## src/rtl/disp_pkg.sv

```systemverilog
// Shared types and helpers for the seven-segment scan controller.
// Holds the scan FSM states, display geometry and nibble/blanking helpers.
package disp_pkg;

  typedef enum logic [1:0] {
    GUARD,
    ON,
    OFF
  } state_t;

  localparam int N_DIGITS = 4;
  localparam int N_SUB    = 16;

  // A digit is blanked only when it and every more significant nibble are zero.
  function automatic logic lz_suppressed(input logic [15:0] value,
                                         input logic [1:0]  idx,
                                         input logic        lz_en);
    logic hit;
    hit = 1'b0;
    case (idx)
      2'd1:    hit = (value[15:4] == 12'd0);
      2'd2:    hit = (value[15:8] == 8'd0);
      2'd3:    hit = (value[15:12] == 4'd0);
      default: hit = 1'b0;
    endcase
    return lz_en && hit;
  endfunction

  function automatic logic [3:0] nibble_of(input logic [15:0] value,
                                           input logic [1:0]  idx);
    return value[4*idx +: 4];
  endfunction

endpackage

```

## src/rtl/display_scan_ctrl_scan_timer.sv

```systemverilog
// Subslot/slot/digit timebase for the display scanner.
// Produces the tick and boundary strobes plus current and next digit index.
module scan_timer
  import disp_pkg::*;
#(
  parameter int SUB_CYCLES = 6250
) (
  input  logic       clk,
  input  logic       reset,
  output logic       sub_tick,
  output logic       slot_start,
  output logic       slot_end,
  output logic       frame_end,
  output logic [3:0] sub_idx,
  output logic [1:0] digit_idx,
  output logic [1:0] digit_idx_next
);

  localparam int CNT_W = (SUB_CYCLES > 1) ? $clog2(SUB_CYCLES) : 1;
  localparam logic [CNT_W-1:0] CNT_MAX   = CNT_W'(SUB_CYCLES - 1);
  localparam logic [3:0]       SUB_LAST  = 4'(N_SUB - 1);
  localparam logic [1:0]       DIGIT_LAST = 2'(N_DIGITS - 1);

  logic [CNT_W-1:0] sub_cnt_q, sub_cnt_d;
  logic [3:0]       sub_idx_q, sub_idx_d;
  logic [1:0]       digit_idx_q, digit_idx_d;

  always_comb begin
    sub_tick   = (sub_cnt_q == CNT_MAX);
    slot_end   = sub_tick && (sub_idx_q == SUB_LAST);
    frame_end  = slot_end && (digit_idx_q == DIGIT_LAST);
    slot_start = (sub_cnt_q == '0) && (sub_idx_q == 4'd0);

    sub_cnt_d   = sub_tick ? '0 : sub_cnt_q + CNT_W'(1);
    sub_idx_d   = sub_idx_q;
    digit_idx_d = digit_idx_q;
    if (slot_end) begin
      sub_idx_d   = 4'd0;
      digit_idx_d = (digit_idx_q == DIGIT_LAST) ? 2'd0 : digit_idx_q + 2'd1;
    end else if (sub_tick) begin
      sub_idx_d = sub_idx_q + 4'd1;
    end
  end

  always_ff @(posedge clk) begin
    if (reset) begin
      sub_cnt_q   <= '0;
      sub_idx_q   <= 4'd0;
      digit_idx_q <= 2'd0;
    end else begin
      sub_cnt_q   <= sub_cnt_d;
      sub_idx_q   <= sub_idx_d;
      digit_idx_q <= digit_idx_d;
    end
  end

  assign sub_idx        = sub_idx_q;
  assign digit_idx      = digit_idx_q;
  assign digit_idx_next = digit_idx_d;

endmodule

```

## src/rtl/display_scan_ctrl.sv

```systemverilog
// Four-digit seven-segment scan controller: PWM brightness, ghost guard,
// leading-zero blanking and a frame-synchronous double-buffered value load.
module display_scan_ctrl
  import disp_pkg::*;
#(
  parameter int SUB_CYCLES = 6250
) (
  input  logic        clk,
  input  logic        reset,
  input  logic [15:0] value_in,
  input  logic        load,
  input  logic [3:0]  brightness,
  input  logic        lz_blank,
  output logic [3:0]  an_n,
  output logic [1:0]  digit_idx,
  output logic [3:0]  bcd,
  output logic        pending,
  output logic        frame_start
);

  logic       sub_tick, slot_start, slot_end, frame_end;
  logic [3:0] sub_idx;
  logic [1:0] digit_next;

  scan_timer #(.SUB_CYCLES(SUB_CYCLES)) u_timer (
    .clk            (clk),
    .reset          (reset),
    .sub_tick       (sub_tick),
    .slot_start     (slot_start),
    .slot_end       (slot_end),
    .frame_end      (frame_end),
    .sub_idx        (sub_idx),
    .digit_idx      (digit_idx),
    .digit_idx_next (digit_next)
  );

  state_t      state_q, state_d;
  logic [15:0] active_q, active_d;
  logic [15:0] shadow_q, shadow_d;
  logic [3:0]  bri_q, bri_d;
  logic        pending_q, pending_d;
  logic [3:0]  an_n_q, an_n_d;
  logic [3:0]  bcd_q, bcd_d;
  logic        frame_start_q, frame_start_d;

  // Outputs are computed from next-cycle values so they line up with the counters.
  always_comb begin
    state_d = state_q;
    if (slot_end) begin
      state_d = GUARD;
    end else if (sub_tick) begin
      case (state_q)
        GUARD:   state_d = (bri_q != 4'd0) ? ON : OFF;
        ON:      if (sub_idx == bri_q) state_d = OFF;
        OFF:     state_d = OFF;
        default: state_d = GUARD;
      endcase
    end

    bri_d    = slot_start ? brightness : bri_q;
    shadow_d = load ? value_in : shadow_q;
    active_d = (frame_end && pending_q) ? shadow_q : active_q;

    pending_d = pending_q;
    if (load)           pending_d = 1'b1;
    else if (frame_end) pending_d = 1'b0;

    // Anodes only move on subslot boundaries, which keeps the guard band clean.
    an_n_d = an_n_q;
    if (sub_tick) begin
      if (state_d == ON && !lz_suppressed(active_d, digit_next, lz_blank))
        an_n_d = ~(4'b0001 << digit_next);
      else
        an_n_d = 4'b1111;
    end

    bcd_d         = nibble_of(active_d, digit_next);
    frame_start_d = frame_end;
  end

  always_ff @(posedge clk) begin
    if (reset) begin
      state_q       <= GUARD;
      active_q      <= 16'd0;
      shadow_q      <= 16'd0;
      bri_q         <= 4'd0;
      pending_q     <= 1'b0;
      an_n_q        <= 4'b1111;
      bcd_q         <= 4'd0;
      frame_start_q <= 1'b0;
    end else begin
      state_q       <= state_d;
      active_q      <= active_d;
      shadow_q      <= shadow_d;
      bri_q         <= bri_d;
      pending_q     <= pending_d;
      an_n_q        <= an_n_d;
      bcd_q         <= bcd_d;
      frame_start_q <= frame_start_d;
    end
  end

  assign an_n        = an_n_q;
  assign bcd         = bcd_q;
  assign pending     = pending_q;
  assign frame_start = frame_start_q;

endmodule

```

## config.mk

```make
export PLATFORM = sky130hd
export DESIGN_NAME = display_scan_ctrl
export DESIGN_NICKNAME = d
export VERILOG_FILES = /design/src/rtl/disp_pkg.sv /design/src/rtl/display_scan_ctrl_scan_timer.sv /design/src/rtl/display_scan_ctrl.sv
export SDC_FILE = /design/constraint.sdc
export NUM_CORES = 1
export LEC_CHECK = 0
export BUFFER_PORTS_ARGS = -buffer_cell sky130_fd_sc_hd__buf_2
export CORE_MARGIN = 1.5
export CORE_UTILIZATION = 60
export DETAILED_ROUTE_END_ITERATION = 8
export GPL_ROUTABILITY_DRIVEN = 0
export HOLD_SLACK_MARGIN = 0.08
export PLACE_DENSITY = 0.8
export SETUP_SLACK_MARGIN = 0.4
export SYNTH_ARGS = -nofsm -noshare
export SYNTH_HDL_FRONTEND = slang
export SYNTH_HIERARCHICAL = 1
export SYNTH_SLANG_ARGS = --single-unit
```

## constraint.sdc

```tcl
create_clock -name clk -period 8.35 [get_ports clk]
set_input_delay 0.835 -clock clk [delete_from_list [all_inputs] [get_ports clk]]
set_output_delay 0.835 -clock clk [all_outputs]
set_load 0.01 [all_outputs]
```

Word level (Yosys, flattened, before mapping)
Cells that the tools add are included.
{"block": "word_totals", "regBits": 67, "input_bits": 24, "out_inout_bits": 12, "word_cells": 57}
{"block": "classes", "add_sub_neg": 3, "n_eq_ne": 10, "shift": 2, "muxes": 13, "bitwise": 1, "n_reduce_logical": 17}
{"operator": "2-to-1 mux 16 bit", "n": 1}
{"operator": "indexed part select 16 x 5 -> 4 bit", "n": 1}
{"operator": "adder 13 x 1 -> 13 bit, second input constant", "n": 1}
{"operator": "== test 13 bit, second input constant", "n": 1}
{"operator": "logical NOT 13 bit", "n": 1}
{"operator": "logical NOT 12 bit", "n": 1}
{"operator": "2-to-1 mux 2 bit", "n": 6}
{"operator": "== test 2 bit, second input constant", "n": 4}
{"operator": "logical NOT 4 bit", "n": 2}
{"operator": "logical NOT 8 bit", "n": 1}
{"operator": "== test 2 x 1 -> 1 bit, second input constant", "n": 3}
{"operator": "logical AND 1 bit", "n": 6}
{"operator": "case mux 2 bit (3 select lines)", "n": 1}
{"operator": "adder 4 x 1 -> 4 bit, second input constant", "n": 1}
{"operator": "== test 4 bit", "n": 1}
{"operator": "== test 4 bit, second input constant", "n": 1}
{"operator": "2-to-1 mux 4 bit", "n": 1}
{"operator": "NOT 4 bit", "n": 1}
{"operator": "nonzero test 4 bit", "n": 1}
{"operator": "OR reduction 2 bit", "n": 2}
{"operator": "<< shifter 1 x 2 -> 4 bit, first input constant", "n": 1}
{"operator": "2-to-1 mux 1 bit", "n": 3}
{"operator": "case mux 1 bit (3 select lines)", "n": 1}
{"operator": "adder 2 x 1 -> 2 bit, second input constant", "n": 1}
{"operator": "3 further kinds", "n": 3}

Longest topological paths before layout
Gate-level depths: netlist of the first run.
{"block": "depth", "word_depth": 12, "ltp_mapped": 12, "mapped_depth_nobuf": 10}

Cells and area by module
The synthesis of the first run kept the hierarchy.
{"mod": "display_scan_ctrl", "n_inst": 1, "cells_each": 192, "area_per_inst_um2": 1973.1, "seq_area_each_um2": 960.9}
{"mod": "scan_timer", "n_inst": 1, "cells_each": 108, "area_per_inst_um2": 1002.2, "seq_area_each_um2": 380.4}

Worst setup path after synthesis of the first run
Ideal clock, no wire load.
{"block": "synth_timing", "kind": "register to register", "startpoint": "reg u_timer.sub_cnt_q[8]", "endpoint": "reg an_n_q[2] (netlist: an_n[2])", "setup_ns": 0.145, "t_arrival_ns": 2.764, "t_required_ns": 8.205, "setup_slack_ns": 5.441, "path_stages_with_launch": 11, "n_path_buf": 2, "synth_period_minus_slack_ns": 2.909, "cell_sequence": "dfxtp_1 -> or4_4 -> nor4_4 -> and4_1 -> buf_6 -> and2_2 -> nand2_2 -> buf_12 -> mux2_1 -> o2111ai_1 -> a41oi_1"}
{"block": "synth_via", "elab_chain_len": 12, "elab_cells_between_ends": 23, "cone_classes": "5 x eq/ne; 1 x shift; 7 x mux; 1 x bitwise; 9 x reduce/logical"}
{"element": "start, declared", "line_no": "display_scan_ctrl_scan_timer.sv:24", "source": "logic [CNT_W-1:0] sub_cnt_q, sub_cnt_d;"}
{"element": "start signal, assigned", "line_no": "display_scan_ctrl_scan_timer.sv:51", "source": "sub_cnt_q <= sub_cnt_d;"}
{"element": "== test 13 bit *", "line_no": "display_scan_ctrl_scan_timer.sv:29", "source": "sub_tick = (sub_cnt_q == CNT_MAX);"}
{"element": "named net sub_tick", "line_no": "display_scan_ctrl.sv:21", "source": "logic sub_tick, slot_start, slot_end, frame_end;"}
{"element": "logical AND 1 bit *", "line_no": "display_scan_ctrl_scan_timer.sv:30", "source": "slot_end = sub_tick && (sub_idx_q == SUB_LAST);"}
{"element": "named net slot_end", "line_no": "display_scan_ctrl.sv:21"}
{"element": "logical AND 1 bit *", "line_no": "display_scan_ctrl_scan_timer.sv:31", "source": "frame_end = slot_end && (digit_idx_q == DIGIT_LAST);"}
{"element": "named net frame_end", "line_no": "display_scan_ctrl.sv:21"}
{"element": "logical AND 1 bit *", "line_no": "display_scan_ctrl.sv:62", "source": "active_d = (frame_end && pending_q) ? shadow_q : active_q;"}
{"element": "2-to-1 mux 16 bit *", "line_no": "display_scan_ctrl.sv:62"}
{"element": "logical NOT 12 bit (tied with other cells)", "line_no": "disp_pkg.sv:21", "source": "2'd1: hit = (value[15:4] == 12'd0);"}
{"element": "case mux 1 bit (3 select lines) *", "line_no": "disp_pkg.sv:20", "source": "case (idx)"}
{"element": "2-to-1 mux 1 bit *", "line_no": "display_scan_ctrl.sv:70", "source": "if (sub_tick) begin"}
{"element": "logical AND 1 bit *", "line_no": "disp_pkg.sv:26", "source": "return lz_en && hit;"}
{"element": "logical NOT 1 bit *", "line_no": "display_scan_ctrl.sv:71", "source": "if (state_d == ON && !lz_suppressed(active_d, digit_next, lz_blank))"}
{"element": "logical AND 1 bit *", "line_no": "display_scan_ctrl.sv:71"}
{"element": "2-to-1 mux 4 bit *", "line_no": "display_scan_ctrl.sv:71"}
{"element": "end signal, assigned", "line_no": "display_scan_ctrl.sv:97", "source": "an_n_q <= an_n_d;"}
{"element": "end, declared", "line_no": "display_scan_ctrl.sv:42", "source": "logic [3:0] an_n_q, an_n_d;"}
Mark *: on every way through the listed nets, which the timed path passes. The rest lies on a longest branch. The select of a mux whose other input is x is not followed.
A chain may end at the register's enable or synchronous reset.

Worst setup path in the final report of the first run
Ends and elaborated chain as after synthesis.

==> summary.txt, run 1 <==
Status
  – Run status: finished clean

Setup path
  – Slowest-stage cell, CP: nor4_4
  – Worst r2r src: u_timer/sub_cnt_q[8]
  – CP Data Required Time: 8540 ps
  – FF-to-FF setup slack: around 4500 ps
  – Startpoint type of the worst setup path: flip-flop
  – Type of destination of the critical path: flip-flop
  – Delay of the slowest critical-path stage: 720 ps
  – Number of cells on the worst reg-to-reg path: 8
  – Kind of critical path: reg -> reg
  – Critical Path, Cell by Cell: or4_4 -> nor4_4 -> and4_1 -> and2_2 -> nand2_2 -> mux2_1 -> o2111ai_1 -> a41oi_1
  – Data arrival time of the critical path: 4020 ps
  – Max Fanout on Critical Path: 20
  – Endpoint of the worst-slack reg-to-reg timing path: an_n[2]

Global route
  – Overflow left after global routing: 0
  – Antenna violations before repair: 0
  – First-pass GRT wire length: between 9 and 10 mm
  – Global routing usage summed across all routing layers: 23.6%
  – Maximum number of pins on one net before global-route repair: a little under 60
  – Via count of the first global-routing pass: around 2,000

Min path
  – Launch point of the worst hold path: active_q[3]
  – Worst hold path depth: 2
  – Worst min-delay path endpoint: active_q[3]
  – Min-delay worst type: reg -> reg

STA
  – Post-route worst hold slack: 495 ps
  – Final Setup Violations: 0
  – Pin slew with the least headroom to its limit: between 1000 and 1500 ps
  – Final number of max-transition violations: 0
  – Fmax achieved: roughly 260 MHz
  – Final clock skew: around 6.1 ps
  – Final count of hold timing violations: 0
  – Share of the clock period used by the worst path: a little under half
  – Time the final worst path needs with I/O delays and setup: approximately 3800 ps
  – Total negative setup slack: 0 ps
  – Headroom to the max-slew limit: 21.3%
  – Unrepaired setup endpoints after global routing: false

Floorplan
  – Horizontal extent of the die: between 70 and 80 um
  – Die footprint: between 5000 and 6000 sq um
  – Placeable core area: 4750 sq um
  – # rows: 25
  – Effective utilization at floorplan: between 60 and 70%
  – Top-level I/O count: 36
  – Die height: about 73 um

Logic synthesis
  – Share of Yosys cell area claimed by the top area cell type: roughly 45%
  – Top flip-flop cell by instance count after synthesis: dfxtp_1
  – Number of library cell types mapped by synthesis: approximately 50
  – Synth Area per Inst: about 10 sq um
  – Total of warnings raised by yosys: 6
  – Top cell types by occurrence after synthesis: 67 x dfxtp_1, 63 x nor2_1, 36 x mux2i_1
  – Gate count of the mapped netlist: 300
  – Register area share after synthesis: a little under half
  – Number of register bits inferred by synthesis: 67
  – Share of async-settable or async-resettable flops after synthesis: 0%
  – Top cells by area, synth: dfxtp_1 45%, mux2i_1 12%, nor2_1 7.9%
  – Synthesized net count: 330
  – Most frequent cell after synthesis: dfxtp_1
  – Number of enable flip-flop cells after synthesis: 0
  – Area leader, netlist: dfxtp_1
  – Area of the mapped netlist: about 3000 sq um

Cells and area
  – Ratio of cells with drive above 1 in the final layout: 21.3%
  – Final core utilization: around 70%
  – Antenna diodes: 0
  – Layout Area Growth over Synthesis: 11.4%
  – Final non-filler cell total: roughly 400
  – Nets: 360
  – Combined flip-flop and latch cell area: between 1000 and 1500 sq um
  – Area of the multi-input gates: 1500 sq um
  – Filler Cell Count: around 370

Clock tree
  – Clock tree from TritonCTS: yes
  – Hold buffer count at cts: 0
  – Clock root buffer: clkbuf_8
  – Total of cells resized after clock tree synthesis: 0
  – Number of sinks handled by clock tree synthesis: between 60 and 70
  – Number of buffers between clock root and the deepest sink: 2
  – Clock latency on the worst-skew pair: 330 ps
  – Clock transition at the register clock pins on the worst setup and hold paths after CTS: ~70 ps
  – Clock H-tree levels: 3
  – Number of clock buffers inserted by TritonCTS: 9
  – Number of buffers inserted to repair setup after CTS: 0

Route
  – Via total after detailed routing: 2,196
  – Final routed wire length divided by cell count: around 14 um
  – Routed Wire Length: roughly 5.8 mm
  – Drt drc: 0
  – Drt pass-1 iters: 4
  – Starting DRC count in detailed routing: about 140
  – Final antenna-violating net count: 0
  – Avg Vias per Cell: approximately 5.5

Power
  – Total power density per cell area: around 190 nW/um^2
  – Leakage component of the power: between 1 and 1.5 nW
  – Worst VDD drop: 0.000114 V

Placement
  – Number of input and output port buffers inserted: 35
  – Cell count after placement: 386
  – Half-perimeter wire length after detailed placement: 3.95 mm

Job
  – Max capacitance violation total: 0
## layer usage
| metal | track usage, % | vias up | part of all wire [%] | wire (um) |
|---|---|---|---|---|
| met5 | 0 | - | 0 | 0 |
| met4 | 10.7 | 0 | 1.6 | 93 |
| met3 | 5.62 | 10 | 5.3 | 307 |
| met2 | 34.2 | 60 | 45 | 2570 |
| met1 | 33.4 | 1018 | 48 | 2780 |
| li1 | - | 1108 | - | - |
## how the worst max path moves through the flow
stage                                     from       to  depth (start not counted)
after floorplan           u_timer/sub_cnt_q[8]  an_n[2]                         10
after global placement    u_timer/sub_cnt_q[8]   bcd[0]                          8
after detailed placement  u_timer/sub_cnt_q[8]  an_n[2]                          8
after CTS                 u_timer/sub_cnt_q[8]  an_n[2]                          8
after global routing      u_timer/sub_cnt_q[8]  an_n[2]                          8
final                     u_timer/sub_cnt_q[8]  an_n[2]                          8
## state kept, by name, summed over array words and instances, names as in the netlist
name	count
active_q	16
an_n	4
bcd	4
bri_q	4
frame_start	1
pending	1
shadow_q	16
state_q	2
u_timer/digit_idx	2
u_timer/sub_cnt_q	13
u_timer/sub_idx	4
## metrics by stage
step	worst slack [ps]	instance area, sq um	total power [mW]
after detailed placement	4560	3130	0.382
after global routing	4220	3310	0.640
after floorplan	5440	2980	0.370
after global placement	4670	3130	0.381
after CTS	4530	3310	0.620
final	4520	3310	0.616
## cells by family after synthesis
kind of cell | after synthesis | share of synthesized area (%)
fa+ha+maj | 6 | 2.52
mux | 45 | 17.5
buf+inv | 25 | 4.50
simple gates | 117 | 20.0
compound gates | 24 | 5.68
flops | 67 | 45.1
xor+xnor | 16 | 4.71
## cell type report
type                    instances  area share [%]
clock buffers                  13            5.10
inverters                       9            1.02
multi-input cells             208            45.3
clock inverters                 2           0.302
well taps                      67            2.53
flip-flops and latches         67            40.5
repair buffers                 35            5.29
## critical path: cells and delay by family, from the launching register on
family / cells / cell delay, ps
AND/OR/NAND/NOR: 5 / 2490
multiplexers: 1 / 450
AO/OA/AOI/OAI: 2 / 390
flip-flops: 1 / 370
## cell usage in the layout (no fill, tap or decap), types with 3 or more instances in the layout
cell type and n:
dfxtp_1 67, nor2_1 63, mux2i_1 36, buf_2 35
clkbuf_8 12, nor3_1 10, inv_1 9, xor2_1 9
a21oi_1 8, nand4_1 7, xnor2_1 7, nand2_1 6
ha_1 6, nand3_1 5, nor4_1 4, mux4_2 4
mux2_4 3, nand2b_1 3
## power by group
group | internal [mW] | switching, mW | total [mW]
sequential | 0.328 | 0.00802 | 0.336
clock | 0.130 | 0.111 | 0.240
combinational | 0.0184 | 0.0210 | 0.0394
total | 0.476 | 0.140 | 0.616
Power figures use the tool's default switching activity.
==> inputs of run 2 (changes only) <==
- CORE_UTILIZATION: 60 -> 52
- PLACE_DENSITY: 0.8 -> 0.73
- clock period: 8.35 -> 3.37 ns (I/O delays scaled with it)
==> summary.txt, run 2 (same netlist as run 1, synthesis figures left out) <==
Setup path
  – Max Fanout on Critical Path: 20 (unchanged)
  – Number of buffers and inverters on the critical path: 0 (unchanged)
  – Data arrival time of the critical path: 3010 ps (was 4020 ps)
  – Critical Path, Cell by Cell: or4_4 -> nor4_4 -> and4_1 -> and2_2 -> nand2_4 -> mux2_1 -> o2111ai_1 -> a41oi_1 (was or4_4 -> nor4_4 -> and4_1 -> and2_2 -> nand2_2 -> mux2_1 -> o2111ai_1 -> a41oi_1)
  – Number of cells on the worst reg-to-reg path: 8 (unchanged)
  – Kind of critical path: reg -> reg (unchanged)
  – Number of gates on the worst path with buffers counted: 8 (unchanged)
  – CP Data Required Time: 3570 ps (was 8540 ps)
  – Type of destination of the critical path: flip-flop (unchanged)
  – Delay of the slowest critical-path stage: 570 ps (was 720 ps)
  – Startpoint type of the worst setup path: flip-flop (unchanged)
  – Worst path top cell family by delay: simple AND/OR/NAND/NOR gates (unchanged)
  – Slowest-stage cell, CP: or4_4 (was nor4_4)

STA
  – Share of the clock period used by the worst path: 83.2% (was 45.9%)
  – Final Setup Violations: 0 (unchanged)
  – Time the final worst path needs with I/O delays and setup: 2800 ps (was 3830 ps)
  – Headroom to the max-slew limit: 32.6% (was 21.3%)
  – Final count of hold timing violations: 0 (unchanged)
  – Post-route worst hold slack: 228 ps (was 495 ps)
  – Smallest setup slack after layout: 565 ps (was 4520 ps)
  – Final clock skew: 6.20 ps (was 6.12 ps)
  – Final number of max-transition violations: 0 (unchanged)
  – Total negative setup slack: 0 ps (unchanged)
  – Pin slew with the least headroom to its limit: 1010 ps (was 1170 ps)
  – Fmax achieved: 357 MHz (was 261 MHz)
  – Unrepaired setup endpoints after global routing: false (unchanged)

Cells and area
  – Nets: 363 (was 360)
  – Largest registers ranked by flip-flop count: active_q: 16 flops, shadow_q: 16 flops, u_timer/sub_cnt_q: 13 flops (unchanged)
  – Ratio of cells with drive above 1 in the final layout: 22.0% (was 21.3%)
  – Final core utilization: 60.9% (was 69.7%)
  – Antenna diodes: 0 (unchanged)
  – Most frequent cells in the layout: 67 x dfxtp_1, 63 x nor2_1, 36 x mux2i_1, 35 x buf_2 (was 67 x dfxtp_1, 63 x nor2_1, 36 x mux2i_1, 35 x buf_2, 12 x clkbuf_8)
  – Most frequent standard cell in the layout excluding fill and tap cells: dfxtp_1 (unchanged)
  – Layout Area Growth over Synthesis: 12.7% (was 11.4%)

Placement
  – Worst slack at placement: 409 ps (was 4560 ps)
  – Number of input and output port buffers inserted: 35 (unchanged)
  – Half-perimeter wire length after detailed placement: 4.15 mm (was 3.95 mm)

Floorplan
  – Horizontal extent of the die: 78.6 um (was 73.4 um)
  – Placeable core area: 5510 sq um (was 4750 sq um)
  – Die footprint: 6180 sq um (was 5390 sq um)
  – Effective utilization at floorplan: 54.0% (was 62.6%)
  – # rows: 27 (was 25)
  – Top-level I/O count: 36 (unchanged)
  – Die height: 78.6 um (was 73.4 um)

Job
  – Max capacitance violation total: 0 (unchanged)

Route
  – Drt drc: 0 (unchanged)
  – Met1 Wirelength: 2.90 mm (was 2.78 mm)
  – Final routed wire length divided by cell count: 14.4 um (about the same)
  – Final antenna-violating net count: 0 (unchanged)
  – Routed Wire Length: 5.87 mm (was 5.76 mm)
  – Drt pass-1 iters: 4 (unchanged)
  – Met3 layer wire length in the routed design: 328 um (was 307 um)
  – Avg Vias per Cell: 5.44 (was 5.48)
  – Met2 wire length: 2.57 mm (about the same)
  – Starting DRC count in detailed routing: 165 (was 135)
  – Highest routing layer actually used: met4 (unchanged)
  – Via total after detailed routing: 2,221 (was 2,196)

Global route
  – Overflow left after global routing: 0 (unchanged)
  – Via count of the first global-routing pass: 2,149 (was 2,006)
  – Antenna violations before repair: 0 (unchanged)
  – First-pass GRT wire length: 10.0 mm (was 9.63 mm)
  – Global routing usage summed across all routing layers: 21.0% (was 23.6%)
  – Maximum number of pins on one net before global-route repair: 59 (unchanged)

Clock tree
  – Clock transition at the register clock pins on the worst setup and hold paths after CTS: 70 ps (about the same)
  – Clock root buffer: clkbuf_8 (unchanged)
  – Clock tree from TritonCTS: yes (unchanged)
  – Number of clock buffers inserted by TritonCTS: 9 (unchanged)
  – Clock latency on the worst-skew pair: 340 ps (was 330 ps)
  – Number of buffers inserted to repair setup after CTS: 0 (unchanged)
  – Number of sinks handled by clock tree synthesis: 67 (unchanged)
  – Clock H-tree levels: 3 (unchanged)
  – Number of buffers between clock root and the deepest sink: 2 (unchanged)

Min path
  – Min-delay worst type: in -> reg (was reg -> reg)
  – Worst hold path depth: 3 (was 2)

Power
  – Worst VDD drop: 0.000259 V (was 0.000114 V)
  – Leakage component of the power: 1.50 nW (was 1.48 nW)
  – Total power density per cell area: 467 nW/um^2 (was 186 nW/um^2)

Status
  – Run status: finished clean (unchanged)
==> run 2: metal layers <==
layer	track usage, %	vias to the layer above
met5	0	-
met4	10.2	0
met3	4.53	7
met2	31.3	66
met1	28.6	1037
li1	-	1111
==> run 2: cell type report <==
type,count,area [sq um]
inverters,9,33.8
flip-flops and latches,67,1340
repair buffers,38,198
multi-input cells,208,1510
clock inverters,3,40.0
well taps,72,90.1
fillers,481,2150
clock buffers,11,141
==> run 2: per-stage QoR <==
stage | instances | area (sq um) | total power, mW
finish | 408 | 3350 | 1.57
CTS | 408 | 3340 | 1.58
global route | 408 | 3350 | 1.63
global placement | 394 | 3160 | 0.946
detailed placement | 394 | 3160 | 0.950
floorplan | 300 | 2980 | 0.916
==> run 2: path summary, 6_finish.rpt <==
path,from,endpoint,slack [ps]
max,u_timer/sub_cnt_q[8],an_n[2],570
min,value_in[5],shadow_q[5],230
max reg2reg,u_timer/sub_cnt_q[8],an_n[2],570
min reg2reg,active_q[2],active_q[2],500
==> run 2: repair_timing <==
item                                    in CTS  in global routing
gates resized for setup                      0                  2
endpoints found under the setup margin       0                  6
hold buffers                                 0                  0
hold endpoints to repair                     0                  0
==> run 2: worst reg2reg max path: stages (launching register included) <==
cell and delay, ps:
dfxtp_1 360, or4_4 570, nor4_4 270, and4_1 240
and2_2 220, nand2_4 210, mux2_1 390, o2111ai_1 250
a41oi_1 160
==> run 2: power by group <==
group	switching (mW)	total [mW]	internal [mW]
clock network	0.282	0.633	0.351
registers	0.0201	0.832	0.812
logic	0.0532	0.101	0.0475
==> inputs of run 3 (changes only) <==
- clock period: 3.37 -> 2.3 ns (I/O delays scaled with it)
==> summary.txt, run 3 (same netlist as run 1, synthesis figures left out) <==
Cells and area
  – Combined flip-flop and latch cell area: 1340 sq um (about the same)
  – Area of the multi-input gates: 1620 sq um (was 1510 sq um)
  – Largest registers ranked by flip-flop count: active_q: 16 flops, shadow_q: 16 flops, u_timer/sub_cnt_q: 13 flops (unchanged)
  – Ratio of cells with drive above 1 in the final layout: 33.3% (was 22.0%)
  – Filler Cell Count: 402 (was 481)
  – Most frequent cells in the layout: 66 x dfxtp_1, 60 x nor2_1, 35 x buf_2, 33 x mux2i_1, 30 x buf_4 (was 67 x dfxtp_1, 63 x nor2_1, 36 x mux2i_1, 35 x buf_2)
  – Nets: 397 (was 363)
  – Layout Area Growth over Synthesis: 27.8% (was 12.7%)
  – Most frequent standard cell in the layout excluding fill and tap cells: dfxtp_1 (unchanged)
  – Antenna diodes: 0 (unchanged)
  – Post-route cell area: 3800 sq um (was 3350 sq um)

Global route
  – Overflow left after global routing: 0 (unchanged)
  – Antenna violations before repair: 0 (unchanged)
  – Via count of the first global-routing pass: 2,358 (was 2,149)
  – First-pass GRT wire length: 11.0 mm (was 10.0 mm)
  – Global routing usage summed across all routing layers: 23.0% (was 21.0%)
  – Maximum number of pins on one net before global-route repair: 43 (was 59)

Clock tree
  – Clock transition at the register clock pins on the worst setup and hold paths after CTS: 80 ps (was 70 ps)
  – Clock latency on the worst-skew pair: 340 ps (about the same)
  – Clock H-tree levels: 3 (unchanged)
  – Hold buffer count at cts: 0 (unchanged)
  – Number of buffers between clock root and the deepest sink: 2 (unchanged)
  – Clock root buffer: clkbuf_8 (unchanged)
  – Number of clock buffers inserted by TritonCTS: 9 (unchanged)
  – Clock tree from TritonCTS: yes (unchanged)
  – Number of sinks handled by clock tree synthesis: 67 (unchanged)

Min path
  – Worst min-delay path endpoint: shadow_q[2] (was shadow_q[5])
  – Launch point of the worst hold path: value_in[2] (was value_in[5])
  – Min-delay worst type: in -> reg (unchanged)
  – Worst hold path depth: 3 (unchanged)

Placement
  – Number of input and output port buffers inserted: 35 (unchanged)
  – Placed cell areas: 3380 sq um (was 3160 sq um)
  – Half-perimeter wire length after detailed placement: 4.32 mm (was 4.15 mm)

Power
  – Total power density per cell area: 674 nW/um^2 (was 467 nW/um^2)
  – Worst VDD drop: 0.000372 V (was 0.000259 V)
  – Total power of the final layout: 2.56 mW (was 1.57 mW)
  – Leakage component of the power: 1.71 nW (was 1.50 nW)

Job
  – Max capacitance violation total: 0 (unchanged)

STA
  – Smallest setup slack after layout: -202 ps (was 565 ps)
  – Share of the clock period used by the worst path: 109% (was 83.2%)
  – Unrepaired setup endpoints after global routing: true (was false)
  – Fmax achieved: 400 MHz (was 357 MHz)
  – Final Setup Violations: 7 (was 0)
  – Final count of hold timing violations: 0 (unchanged)
  – Final clock skew: 8.45 ps (was 6.20 ps)
  – Time the final worst path needs with I/O delays and setup: 2500 ps (was 2800 ps)
  – Pin slew with the least headroom to its limit: 515 ps (was 1010 ps)
  – Headroom to the max-slew limit: 65.7% (was 32.6%)
  – Final number of max-transition violations: 0 (unchanged)

Floorplan
  – Die footprint: 6180 sq um (unchanged)
  – # rows: 27 (unchanged)
  – Effective utilization at floorplan: 54.0% (unchanged)
  – Horizontal extent of the die: 78.6 um (unchanged)
  – Placeable core area: 5510 sq um (unchanged)
  – Top-level I/O count: 36 (unchanged)
  – Die height: 78.6 um (unchanged)

Route
  – Via total after detailed routing: 2,389 (was 2,221)
  – Final antenna-violating net count: 0 (unchanged)
  – Drt pass-1 iters: 4 (unchanged)
  – Final routed wire length divided by cell count: 14.7 um (was 14.4 um)
  – Routed Wire Length: 6.54 mm (was 5.87 mm)
  – Avg Vias per Cell: 5.38 (was 5.44)
  – Starting DRC count in detailed routing: 147 (was 165)
  – Drt drc: 0 (unchanged)

Setup path
  – Startpoint type of the worst setup path: flip-flop (unchanged)
  – Endpoint of the worst-slack reg-to-reg timing path: bcd[0] (was an_n[2])
  – Max Fanout on Critical Path: 10 (was 20)
  – Worst r2r src: u_timer/sub_cnt_q[7] (was u_timer/sub_cnt_q[8])
  – Type of destination of the critical path: flip-flop (unchanged)
  – Data arrival time of the critical path: 2790 ps (was 3010 ps)
  – CP Data Required Time: 2580 ps (was 3570 ps)
  – Number of cells on the worst reg-to-reg path: 8 (unchanged)
  – FF-to-FF setup slack: -200 ps (was 570 ps)
  – Kind of critical path: reg -> reg (unchanged)

Status
  – Failing checks: setup timing
  – Run status: finished, violations left (was finished clean)
-- run 3: cell types whose count changed in the layout (fill, tap and decap cells not counted), moves of 2 or more --
cell / before / now
a21oi_1: 8 / 6
a21oi_2: 0 / 2
buf_4: 3 / 30
buf_6: 0 / 5
bufinv_16: 1 / 3
mux2i_1: 36 / 33
mux2i_2: 1 / 3
nor2_1: 63 / 60
nor2_2: 0 / 2
-- run 3: worst max-delay path by stage --
stage,from,cells after the start,to,slack (ps)
after floorplan,u_timer/sub_cnt_q[7],10,bcd[0],-570
after global placement,u_timer/sub_cnt_q[7],8,bcd[0],-270
after detailed placement,u_timer/sub_cnt_q[7],8,bcd[0],-350
after CTS,u_timer/sub_cnt_q[7],9,bcd[1],-190
after global routing,u_timer/sub_cnt_q[7],8,an_n[2],-320
final,u_timer/sub_cnt_q[7],8,bcd[0],-200
-- run 3: stage by stage --
step | hold slack (ps) | setup slack [ps] | TNS, ps | std cells | utilization, %
after floorplan | 377 | -567 | -5870 | 300 | -
after global placement | 461 | -273 | -1660 | 420 | 61.5
after detailed placement | 472 | -348 | -2180 | 420 | 61.5
after CTS | 113 | -194 | -1020 | 440 | 67.3
after global routing | 120 | -316 | -2070 | 444 | 69.1
final | 122 | -202 | -1100 | 444 | 69.1
-- run 3: cell type report --
type                            count  area share (%)
Clock buffer                        9            3.26
Clock inverter                      7            3.06
Inverter                            9           0.954
Multi-Input combinational cell    209            42.5
Sequential cell                    67            35.3
Tap cell                           72            2.37
Timing Repair Buffer               71            12.5
-- run 3: per-layer routing --
layer	vias up	track usage, %	part of all wire [%]
met2	69	35.3	46
met3	16	4.77	4.9
li1	1180	-	-
met5	-	0	0
met4	0	10.7	2.0
met1	1124	30.8	47
-- run 3: critical path: stages (launching register included) --
cell and delay, ps:
dfxtp_2 330, or4_4 550, nor4_4 160, and4_1 250, and2_4 220, nand2_8 120
mux2i_4 250, mux4_2 480, nor2_2 90
-- run 3: repair_timing --
action / CTS / global route
gates cloned: 1 / 0
buffers inserted: 3 / 4
resized for setup: 10 / 15
endpoints found under the setup margin: 27 / 29
pin swaps: 2 / 5
-- run 3: where the power goes --
| group | switching [mW] | total, mW | internal [mW] |
|---|---|---|---|
| Sequential | 0.0301 | 1.22 | 1.19 |
| Clock | 0.461 | 1.18 | 0.718 |
| Combinational | 0.0842 | 0.164 | 0.0801 |
